<file path="src/rtl/parity_tx_ctrl_pkg.sv">
// Shared types and constants for the parity serial frame transmitter.
package parity_tx_ctrl_pkg;

  localparam int DATA_W = 8;

  typedef enum logic [2:0] {
    IDLE   = 3'd0,
    START  = 3'd1,
    DATA   = 3'd2,
    PARITY = 3'd3,
    STOP   = 3'd4
  } state_t;

endpackage

</file>
<file path="src/rtl/parity.sv">
// Byte parity generator: even_odd=1 gives XOR of the data, 0 gives XNOR.
module parity
  import parity_tx_ctrl_pkg::*;
(
  input  logic [DATA_W-1:0] data_in,
  input  logic              even_odd,
  output logic              par_out
);

  assign par_out = even_odd ? (^data_in) : (~^data_in);

endmodule

</file>
<file path="src/rtl/parity_tx_ctrl.sv">
// UART-style frame transmitter: start, 8 data bits LSB first, optional parity,
// 1 or 2 stop bits. Accepts one byte per frame through a valid/ready handshake.
module parity_tx_ctrl
  import parity_tx_ctrl_pkg::*;
#(
  parameter int CLKS_PER_BIT = 16,
  parameter int STOP_BITS    = 1
) (
  input  logic              clk,
  input  logic              rst,
  input  logic [DATA_W-1:0] data_in,
  input  logic              even_odd,
  input  logic              parity_en,
  input  logic              valid_in,
  output logic              ready_out,
  output logic              tx_out,
  output logic              busy,
  output logic              par_bit
);

  localparam int          CW        = (CLKS_PER_BIT > 1) ? $clog2(CLKS_PER_BIT) : 1;
  localparam logic [CW-1:0] CNT_MAX = CW'(CLKS_PER_BIT - 1);
  localparam logic [2:0]  STOP_LAST = 3'(STOP_BITS - 1);

  state_t              state_q, state_d;
  logic [CW-1:0]       clk_cnt_q, clk_cnt_d;
  logic [2:0]          bit_cnt_q, bit_cnt_d;
  logic [DATA_W-1:0]   shift_q, shift_d;
  logic                par_en_q, par_en_d;
  logic                par_bit_q, par_bit_d;
  logic                tx_q, tx_d;
  logic                busy_q, busy_d;
  logic                par_calc;
  logic                xfer;
  logic                cnt_wrap;

  parity u_parity (
    .data_in  (data_in),
    .even_odd (even_odd),
    .par_out  (par_calc)
  );

  assign ready_out = (state_q == IDLE);
  assign xfer      = valid_in & ready_out;
  assign cnt_wrap  = (clk_cnt_q == CNT_MAX);

  always_comb begin
    state_d   = state_q;
    clk_cnt_d = clk_cnt_q;
    bit_cnt_d = bit_cnt_q;
    shift_d   = shift_q;
    par_en_d  = par_en_q;
    par_bit_d = par_bit_q;

    if (state_q == IDLE) begin
      if (xfer) begin
        state_d   = START;
        shift_d   = data_in;
        par_en_d  = parity_en;
        par_bit_d = par_calc;
        clk_cnt_d = '0;
        bit_cnt_d = '0;
      end
    end else begin
      clk_cnt_d = cnt_wrap ? '0 : clk_cnt_q + 1'b1;
      // bit_cnt indexes data bits in DATA and stop bits in STOP
      if (cnt_wrap) begin
        case (state_q)
          START: begin
            state_d   = DATA;
            bit_cnt_d = '0;
          end
          DATA: begin
            shift_d = shift_q >> 1;
            if (bit_cnt_q == 3'd7) begin
              state_d   = par_en_q ? PARITY : STOP;
              bit_cnt_d = '0;
            end else begin
              bit_cnt_d = bit_cnt_q + 3'd1;
            end
          end
          PARITY: begin
            state_d   = STOP;
            bit_cnt_d = '0;
          end
          STOP: begin
            if (bit_cnt_q == STOP_LAST) state_d = IDLE;
            else                        bit_cnt_d = bit_cnt_q + 3'd1;
          end
          default: state_d = IDLE;
        endcase
      end
    end

    busy_d = (state_d != IDLE);
    case (state_d)
      START:   tx_d = 1'b0;
      DATA:    tx_d = shift_d[0];
      PARITY:  tx_d = par_bit_d;
      default: tx_d = 1'b1;
    endcase
  end

  // Registered control and outputs
  always_ff @(posedge clk) begin
    if (rst) begin
      state_q   <= IDLE;
      clk_cnt_q <= '0;
      bit_cnt_q <= '0;
      par_en_q  <= 1'b0;
      par_bit_q <= 1'b0;
      tx_q      <= 1'b1;
      busy_q    <= 1'b0;
    end else begin
      state_q   <= state_d;
      clk_cnt_q <= clk_cnt_d;
      bit_cnt_q <= bit_cnt_d;
      par_en_q  <= par_en_d;
      par_bit_q <= par_bit_d;
      tx_q      <= tx_d;
      busy_q    <= busy_d;
    end
  end

  always_ff @(posedge clk) begin
    shift_q <= shift_d;
  end

  assign tx_out  = tx_q;
  assign busy    = busy_q;
  assign par_bit = par_bit_q;

endmodule

</file>
<file path="config.mk">
export PLATFORM = sky130hd
export DESIGN_NAME = parity_tx_ctrl
export DESIGN_NICKNAME = d
export VERILOG_FILES = /design/src/rtl/parity_tx_ctrl_pkg.sv /design/src/rtl/parity.sv /design/src/rtl/parity_tx_ctrl.sv
export SDC_FILE = /design/constraint.sdc
export NUM_CORES = 1
export LEC_CHECK = 0
export ABC_AREA = 1
export BUFFER_PORTS_ARGS = -buffer_cell sky130_fd_sc_hd__buf_4
export CAP_MARGIN = 20
export CORE_MARGIN = 5
export CORE_UTILIZATION = 45
export CTS_CLUSTER_DIAMETER = 150
export DETAILED_ROUTE_END_ITERATION = 8
export MAX_ROUTING_LAYER = met4
export RECOVER_POWER = 100
export SETUP_SLACK_MARGIN = 0.4
export SLEW_MARGIN = 10
export SYNTH_ARGS = -nofsm -noshare
export SYNTH_HDL_FRONTEND = slang
export SYNTH_SLANG_ARGS = --single-unit
</file>
<file path="constraint.sdc">
create_clock -name clk -period 1.75 [get_ports clk]
set_input_delay 0.35 -clock clk [delete_from_list [all_inputs] [get_ports clk]]
set_output_delay 0.35 -clock clk [all_outputs]
set_load 0.01 [all_outputs]
</file>
# Yosys cells after proc, flatten, opt, wreduce, memory -nomap -nowiden
# Cells that the tools add are included.
[word_totals]
register_bits = 22
latch_bits = 0
ramBits = 0
rom_bits = 0
input_bits = 13
elab_cells = 59
n_memories = 0
[classes]
n_addsub = 2
multipliers = 0
div = 0
order_cmp = 0
eq_ne = 11
shifts = 0
muxes = 24
n_bitwise = 1
n_reduce_logical = 12
[ops]
columns = ["cell", "n"]
rows = [
  ["$mux 3", 11],
  ["$mux 8", 4],
  ["$eq 3x2->1 const B", 4],
  ["$mux 4", 3],
  ["$pmux 3 s4", 1],
  ["$pmux 3 s3", 1],
  ["$reduce_xnor 8->1", 1],
  ["$reduce_xor 8->1", 1],
  ["$eq 3x1->1 const B", 2],
  ["$eq 3x3->1 const B", 2],
  ["$logic_not 3->1", 2],
  ["$add 4x1->4 const B", 1],
  ["$eq 4x4->1 const B", 1],
  ["$reduce_and 4->1", 1],
  ["$reduce_bool 2->1", 2],
  ["$reduce_bool 4->1", 1],
  ["$add 3x1->3 const B", 1],
  ["$mux 1", 3],
  ["$ne 3x3->1 const B", 1],
  ["$pmux 1 s3", 1],
  ["$reduce_and 3->1", 1],
  ["$reduce_bool 3->1", 1],
  ["$ne 2x1->1 const B", 1],
  ["$reduce_and 2->1", 1],
  ["2 further kinds", 2],
]

# Longest topological paths before layout
# Gate-level depths: netlist (run 1).
[depth]
depth_word = 7
ltp_mapped = 12
mapped_depth_nobuf = 12

# Modules after synthesis
# A second synthesis (run 1) with hierarchy kept.
[unflattened]
hier_cells = 186
hier_area_um2 = 1335.0
[by_module_without_submodules]
columns = ["module", "n_inst", "cells_per_inst", "area_each_um2"]
rows = [
  ["parity_tx_ctrl", 1, 149, 1182.4],
  ["parity", 1, 37, 152.6],
]

# Worst setup path before layout (run 1)
# No wires, ideal clock.
[synth_timing]
path_type = "register to register"
from = "reg clk_cnt_q[0]"
to = "reg tx_q (netlist: tx_out)"
arrival_ps = 1383
slack_ps = 252
path_stages_with_launch = 11
path_buffers = 0
synth_period_minus_slack_ps = 1498
path_cell_list = "dfxtp_1 > ha_1 > nand3_4 > nor2_4 > inv_2 > nand2_4 > nand2_4 > nand2_4 > inv_2 > a21oi_1 > nand2_1"
[synth_between]
elab_chain_cells = 5
word_cells_on_any_way = 9
[synth_rtl]
columns = ["element", "line", "text"]
rows = [
  ["start: declaration", "parity_tx_ctrl.sv:26", "logic [CW-1:0] clk_cnt_q, clk_cnt_d;"],
  ["start signal: assignment", "parity_tx_ctrl.sv:116", "clk_cnt_q <= clk_cnt_d;"],
  ["$eq 4x4->1 *", "parity_tx_ctrl.sv:45", "assign cnt_wrap = (clk_cnt_q == CNT_MAX);"],
  ["$mux 3", "parity_tx_ctrl.sv:67", "if (cnt_wrap) begin"],
  ["$mux 3", "parity_tx_ctrl.sv:55", "if (state_q == IDLE) begin"],
  ["$eq 3x2->1 or $eq 3x1->1 (tied branches)", "parity_tx_ctrl.sv:96", "case (state_d)"],
  ["$pmux 1 s3 *", "parity_tx_ctrl.sv:96", ""],
  ["end signal: assignment", "parity_tx_ctrl.sv:120", "tx_q <= tx_d;"],
  ["end: declaration", "parity_tx_ctrl.sv:31", "logic tx_q, tx_d;"],
]
# Mark *: on every way between the ends. The rest lies on a longest branch, timed or not. The select of a mux whose other input is x is not followed.
# A chain may end at the register's enable or synchronous reset.

# Final worst setup path (run 1)
[layout_timing]
from = "reg state_q[0]"
to = "reg tx_q (netlist: tx_out)"
[layout_between]
elab_chain_cells = 6
word_cells_on_any_way = 22
[layout_rtl]
columns = ["element", "line", "text"]
rows = [
  ["start: declaration", "parity_tx_ctrl.sv:25", "state_t state_q, state_d;"],
  ["start signal: assignment", "parity_tx_ctrl.sv:115", "state_q <= state_d;"],
  ["$eq 3x3->1 (tied with other cells)", "parity_tx_ctrl.sv:68", "case (state_q)"],
  ["$pmux 3 s4 or $and 1x1->1 (tied branches)", "parity_tx_ctrl.sv:68, parity_tx_ctrl.sv:44", ""],
  ["$mux 3 (on tied branches)", "parity_tx_ctrl.sv:67, parity_tx_ctrl.sv:56", ""],
  ["$mux 3", "parity_tx_ctrl.sv:55", ""],
  ["$eq 3x2->1 or $eq 3x1->1 (tied branches)", "parity_tx_ctrl.sv:96", ""],
  ["$pmux 1 s3 *", "parity_tx_ctrl.sv:96", ""],
]
# Marked as above.

==> reports/qor.txt, run 1 <==
status - finished, final reports clean
#FFs+latches synth - 22
routed length per placed instance - 11.92 um
TritonCTS Buffers - 3
GRT Util Overall - 15.17%
ANT cells - 0
CP Max Fanout - 3
GR Overflow Total - 0
vias in the first global route - 1,061
Crit Path Class - reg -> reg
fin crit share - 86.86%
P per Cell Area - 624.8 mW/mm^2
synth warn - 0
logic gate share of total power - 24.6%
Peak Freq - 657.9 MHz
final hold vios - 0
Slew Viols, Final - 0
hold endpoint - state_q[2]
CP startpoint kind - flop
worst r2r path cells - 10
Psw - 315.8 uW
max cap viols - 0
synth unique cells - 28
First-pass DRT Iterations - 4
Clock Power Share - 22.3%
Worst Hold Launch - rst
hpwl dp - 2086 um
min Tclk post-route - 1520 ps
Req. time, crit path - 2020 ps
antenna violations before repair - 0
sequential share of power - 53.1%
Fill cells - 251
Syn Nets - 188
max_slew headroom - 83.42%
pin count of the biggest net entering global routing - 15
share of layout cells above drive strength 1 - 33.66%
Hold Path Class - in -> reg
Setup crit end kind - flop
root buf cell - clkbuf_4
number of I/O port buffers - 16
RSZ-0062 raised after global routing - yes
Leak Pwr - 0.7778 nW
TritonCTS Sinks - 22
post-route insts no fill - 236
clk buf depth - 2
most frequent cells in the layout - nand2_1, inv_1, buf_4, nor2_1, dfxtp_1
vias per cell - 4.860
Clock Latency Late Sink - 310 ps
peak supply drop - 0.7689 mV
I/O pin total - 17
Initial Util - 47.10%
vias - 1,147
Tightest Pin Transition - 246.1 ps
Worst R2R Start - state_q[0]
Row Count - 19
WHS Path Cells - 2
RePlAce Congestion - 0.8567
syn avg cell area - 7.595 um^2
Int Pwr - 766.8 uW
CTS Hold Bufs - 0
die height - 63.72 um
Final setup viols - 0
CP arrival - 1790 ps
DIE WIDTH - 63.72 um
Die Footprint - 0.004060 mm^2
CTS H-tree depth - 1
global-route wire length before repair - 4850 um
sequential-to-total area share from yosys stat - 39.31%
Routed Antenna Nets - 0
Post-Syn Instances - 171
Switching Fraction - 29.17%
commonest non-fill, non-tap cell in the layout - nand2_1
P&R area growth vs syn - 33.43%
Fin Setup TNS - 0 ps
# DRC - 0
Reg2Reg Setup Slack - 230 ps
Clock transition at path regs - 130 ps
Core Footprint - 0.002758 mm^2
post-detailed-routing wire length - 2814 um
RR Endpoint - tx_out
cell total after placement - 217
worst clock skew - 16.41 ps
CTS tree - yes
synthesized cell area - 0.001299 mm^2
Layout Nets - 223
DR iter-0 viols - 59
-- metrics by stage --
step	power [mW]	hold WS [ps]	cell area, um^2	setup WS (ps)	util, %
after detailed placement	0.8104	478.4	1503	219.0	54.49
after global placement	0.8053	475.6	1503	261.5	54.49
after floorplan	0.7348	421.0	1348	393.9	-
after global routing	1.154	304.5	1733	116.6	62.84
after CTS	1.104	300.0	1710	295.5	62.02
final	1.083	304.7	1733	230.0	62.84
-- sequential cells by signal, summed over array words and instances, names as in the netlist --
name and count:
par_bit 1, state_q 3, clk_cnt_q 4, bit_cnt_q 3
busy 1, tx_out 1, shift_q 8, par_en_q 1
-- power by group through the flow --
stage                     Sequential, mW  Combinational [mW]  Clock, mW
final                              0.575               0.266      0.242
after global placement             0.592               0.213          0
after floorplan                    0.592               0.143          0
after global routing               0.579               0.299      0.276
after CTS                          0.577               0.275      0.252
after detailed placement           0.592               0.218          0
-- worst max-delay path, cell delays in order (launching register included) --
cell,delay (ps)
dfxtp_1,420
nor2_4,70
buf_4,130
clkbuf_1,110
nand3_1,90
nand2_1,40
o21ai_0,230
nand2_1,140
nor2_2,120
nand3_1,70
nand2_1,60
-- timing repair --
item / 4_1_cts / 5_1_grt
setup buffers: 12 / 3
pin swaps: 8 / 11
resized for setup: 17 / 16
setup endpoints to repair: 14 / 25
gates cloned: 0 / 0
-- how the worst max path moves through the flow --
stage                            start        end  slack, ps  cells past startpoint
final                       state_q[0]     tx_out        230                     10
after global routing      bit_cnt_q[0]     tx_out        120                      9
after CTS                   state_q[1]  ready_out        300                      4
after detailed placement  clk_cnt_q[1]     tx_out        220                     10
after global placement    clk_cnt_q[0]     tx_out        260                     11
after floorplan           clk_cnt_q[1]     tx_out        390                     10
-- synthesized netlist by cell type, drive strengths merged --
master | number | area share (%)
xor2 | 3 | 2.0
nand3b | 1 | 0.58
dfxtp | 15 | 23
or2 | 1 | 0.48
edfxtp | 7 | 16
nor3b | 1 | 0.58
nand3 | 10 | 5.6
xnor2 | 2 | 1.3
inv | 28 | 8.3
clkbuf | 1 | 0.29
a21oi | 10 | 3.9
o21ai | 7 | 2.7
ha | 4 | 3.9
nand2 | 54 | 18
nor3 | 2 | 0.77
nor2 | 19 | 8.3
a211oi | 3 | 1.7
a22o | 3 | 2.0
-- cell type report --
cell class	instances	area [um^2]	share of cell area, %
Inverter	28	107.6	6.209
Timing Repair Buffer	31	255.2	14.73
Sequential cell	22	529.3	30.54
Multi-Input combinational cell	120	775.7	44.77
Clock buffer	4	26.28	1.516
Tap cell	31	38.79	2.238
-- cells by family (layout without fill, tap and decap cells) --
family	after synthesis	count (layout)	share of synthesized area [%]
simple gates	88	88	34.59
buf+inv	29	63	8.574
xor+xnor	5	5	3.372
fa+ha+maj	4	4	3.854
compound gates	23	23	10.31
flops	22	22	39.31
-- routing by layer --
layer	track usage (%)	part of all wire, %	up-vias
met4	0.7792	0	0
met1	20.90	48	519
met3	4.263	3.5	0
met5	-	0	-
met2	23.35	48	16
li1	-	-	612
(Power assumes the default switching activity.)
==> run 2, diff against run 1 <==
--- a/config.mk
+++ b/config.mk
@@ -14,6 +14,7 @@
 export DETAILED_ROUTE_END_ITERATION = 8
 export MAX_ROUTING_LAYER = met4
 export RECOVER_POWER = 100
+export REMOVE_ABC_BUFFERS = 1
 export SETUP_SLACK_MARGIN = 0.4
 export SLEW_MARGIN = 10
 export SYNTH_ARGS = -nofsm -noshare
==> reports/qor.txt, run 2 (synthesis results as in run 1) <==
WHS Path Cells - 3 (+1)
RSZ-0062 raised after global routing - yes
Reg with most FFs - shift_q
Clock Latency Late Sink - 320 ps (about the same)
P per Cell Area - 640.2 mW/mm^2 (+2.5%)
Final setup viols - 0 (unchanged)
Final Cell Area - 0.001668 mm^2 (-3.8%)
CP Max Fanout - 4 (+1)
min Tclk post-route - 1599 ps (+79.35 ps)
DIE WIDTH - 63.72 um (unchanged)
Place WS - 96.50 ps (-122.5 ps)
GR Overflow Total - 0 (unchanged)
max_slew headroom - 82.39% (-1.0 points)
Worst R2R Start - state_q[0]
number of I/O port buffers - 16 (unchanged)
vias - 1,194 (+4.1%)
Row Count - 19 (unchanged)
global-route wire length before repair - 4905 um (+1.1%)
clk buf depth - 2 (unchanged)
Clock transition at path regs - 120 ps (about the same)
antenna violations before repair - 0 (unchanged)
DR iter-0 viols - 51 (-14%)
GRT Util Overall - 15.52% (+0.35 points)
CP bufs+invs - 2 (unchanged)
P&R area growth vs syn - 28.42%
Largest stage delay, worst path - 350 ps (-70 ps)
Reg2Reg Setup Slack - 200 ps (-30 ps)
TritonCTS Sinks - 22 (unchanged)
commonest non-fill, non-tap cell in the layout - nand2_1
RR Endpoint - bit_cnt_q[1]
vias in the first global route - 1,185 (+12%)
root buf cell - clkbuf_4
peak supply drop - 0.4770 mV (-38%)
Tightest Pin Transition - 263.2 ps (+17.15 ps)
slowest CP cell - dfxtp_1
fin util - 60.48% (-2.4 points)
Req. time, crit path - 1400 ps (-620 ps)
CTS Hold Bufs - 0 (unchanged)
crit-path cells - nor2_1 -> nand2_4 -> inv_2 -> buf_6
Core Footprint - 0.002758 mm^2 (unchanged)
Fin Setup TNS - 0 ps (unchanged)
Slew Viols, Final - 0 (unchanged)
Top Registers - shift_q: 8 flops, clk_cnt_q: 4 flops
Initial Util - 47.10% (unchanged)
delay-heaviest family, CP - simple AND/OR/NAND/NOR gates
Hold Path Class - in -> reg
hold endpoint - par_en_q
Die Footprint - 0.004060 mm^2 (unchanged)
CP startpoint kind - flop
Layout Nets - 221 (-0.90%)
CTS H-tree depth - 1 (unchanged)
die height - 63.72 um (unchanged)
ANT cells - 0 (unchanged)
First-pass DRT Iterations - 4 (unchanged)
worst clock skew - 7.126 ps (-9.286 ps)
hold slack - 281.3 ps (-23.45 ps)
vias per cell - 5.103 (+5.0%)
most frequent cells in the layout - nand2_1, buf_4, inv_1, nor2_1, dfxtp_1
max cap viols - 0 (unchanged)
TritonCTS Buffers - 3 (unchanged)
# DRC - 0 (unchanged)
Routed Antenna Nets - 0 (unchanged)
status - finished, final reports clean
share of layout cells above drive strength 1 - 35.47% (+1.8 points)
Worst Hold Launch - parity_en
Crit Path Class - reg -> out
RePlAce Congestion - 0.7749 (-9.5%)
final hold vios - 0 (unchanged)
CP arrival - 1250 ps (-540 ps)
Placed Area - 0.001454 mm^2 (-3.2%)
Leak Pwr - 0.7626 nW (-2.0%)
routed length per placed instance - 13.22 um (+11%)
Setup crit end kind - primary output
Final Worst Setup Slack - 150.6 ps (-79.35 ps)
CTS tree - yes
Fill cells - 259 (+3.2%)
pin count of the biggest net entering global routing - 15 (unchanged)
I/O pin total - 17 (unchanged)
max reg flops - 8 (unchanged)
fin crit share - 91.39% (+4.5 points)
post-detailed-routing wire length - 3093 um (+9.9%)
Peak Freq - 625.3 MHz (-5.0%)
hpwl dp - 2007 um (-3.8%)
worst r2r path cells - 8 (-2)
## run 2: report_power, final
part / internal, mW / switching, mW / leakage (nW)
registers: 0.560 / 0.0170 / 0.195
logic: 0.104 / 0.144 / 0.553
clock network: 0.0893 / 0.153 / 0.0150
## run 2: what timing repair did
item / in CTS / in global routing
setup buffers: 10 / 3
gates resized for setup: 30 / 20
pin swaps: 17 / 13
setup endpoints to repair: 16 / 12
## run 2: final cells by class
type / instances / area [um^2] / share of cell area, %
inverters: 28 / 107.6 / 6.452
clock buffers: 4 / 26.28 / 1.575
multi-input cells: 120 / 768.2 / 46.06
well taps: 31 / 38.79 / 2.326
repair buffers: 29 / 207.7 / 12.45
flip-flops and latches: 22 / 519.2 / 31.13
## run 2: metal layers
metal  GRT usage [%]  share of wire, %  vias up
li1                -                 -      609
met2           27.03                53       17
met3           3.197               3.1        7
met5               -                 0        -
met4           8.052               2.2        0
met1           16.32                41      561
## run 2: worst reg2reg max path, stage by stage (launching register included)
cell	delay [ps]
dfxtp_1	350
nor2_1	240
nand2_4	140
clkbuf_4	170
nand2_1	110
nand3_4	120
nor3b_2	180
a21oi_1	60
nor2_1	120
## run 2: worst max path at each step
stage | cells after the start | startpoint | slack [ps] | to
CTS | 4 | state_q[1] | 300 | ready_out
global route | 11 | bit_cnt_q[1] | 100 | tx_out
finish | 4 | state_q[0] | 150 | ready_out
floorplan | 10 | clk_cnt_q[0] | 250 | tx_out
detailed placement | 10 | clk_cnt_q[0] | 100 | tx_out
global placement | 10 | clk_cnt_q[0] | 170 | tx_out
## run 2: per-stage QoR
stage / cells / total power [mW]
after global placement: 217 / 0.8001
after global routing: 234 / 1.132
final: 234 / 1.068
after CTS: 231 / 1.070
after detailed placement: 217 / 0.8030
after floorplan: 170 / 0.7274
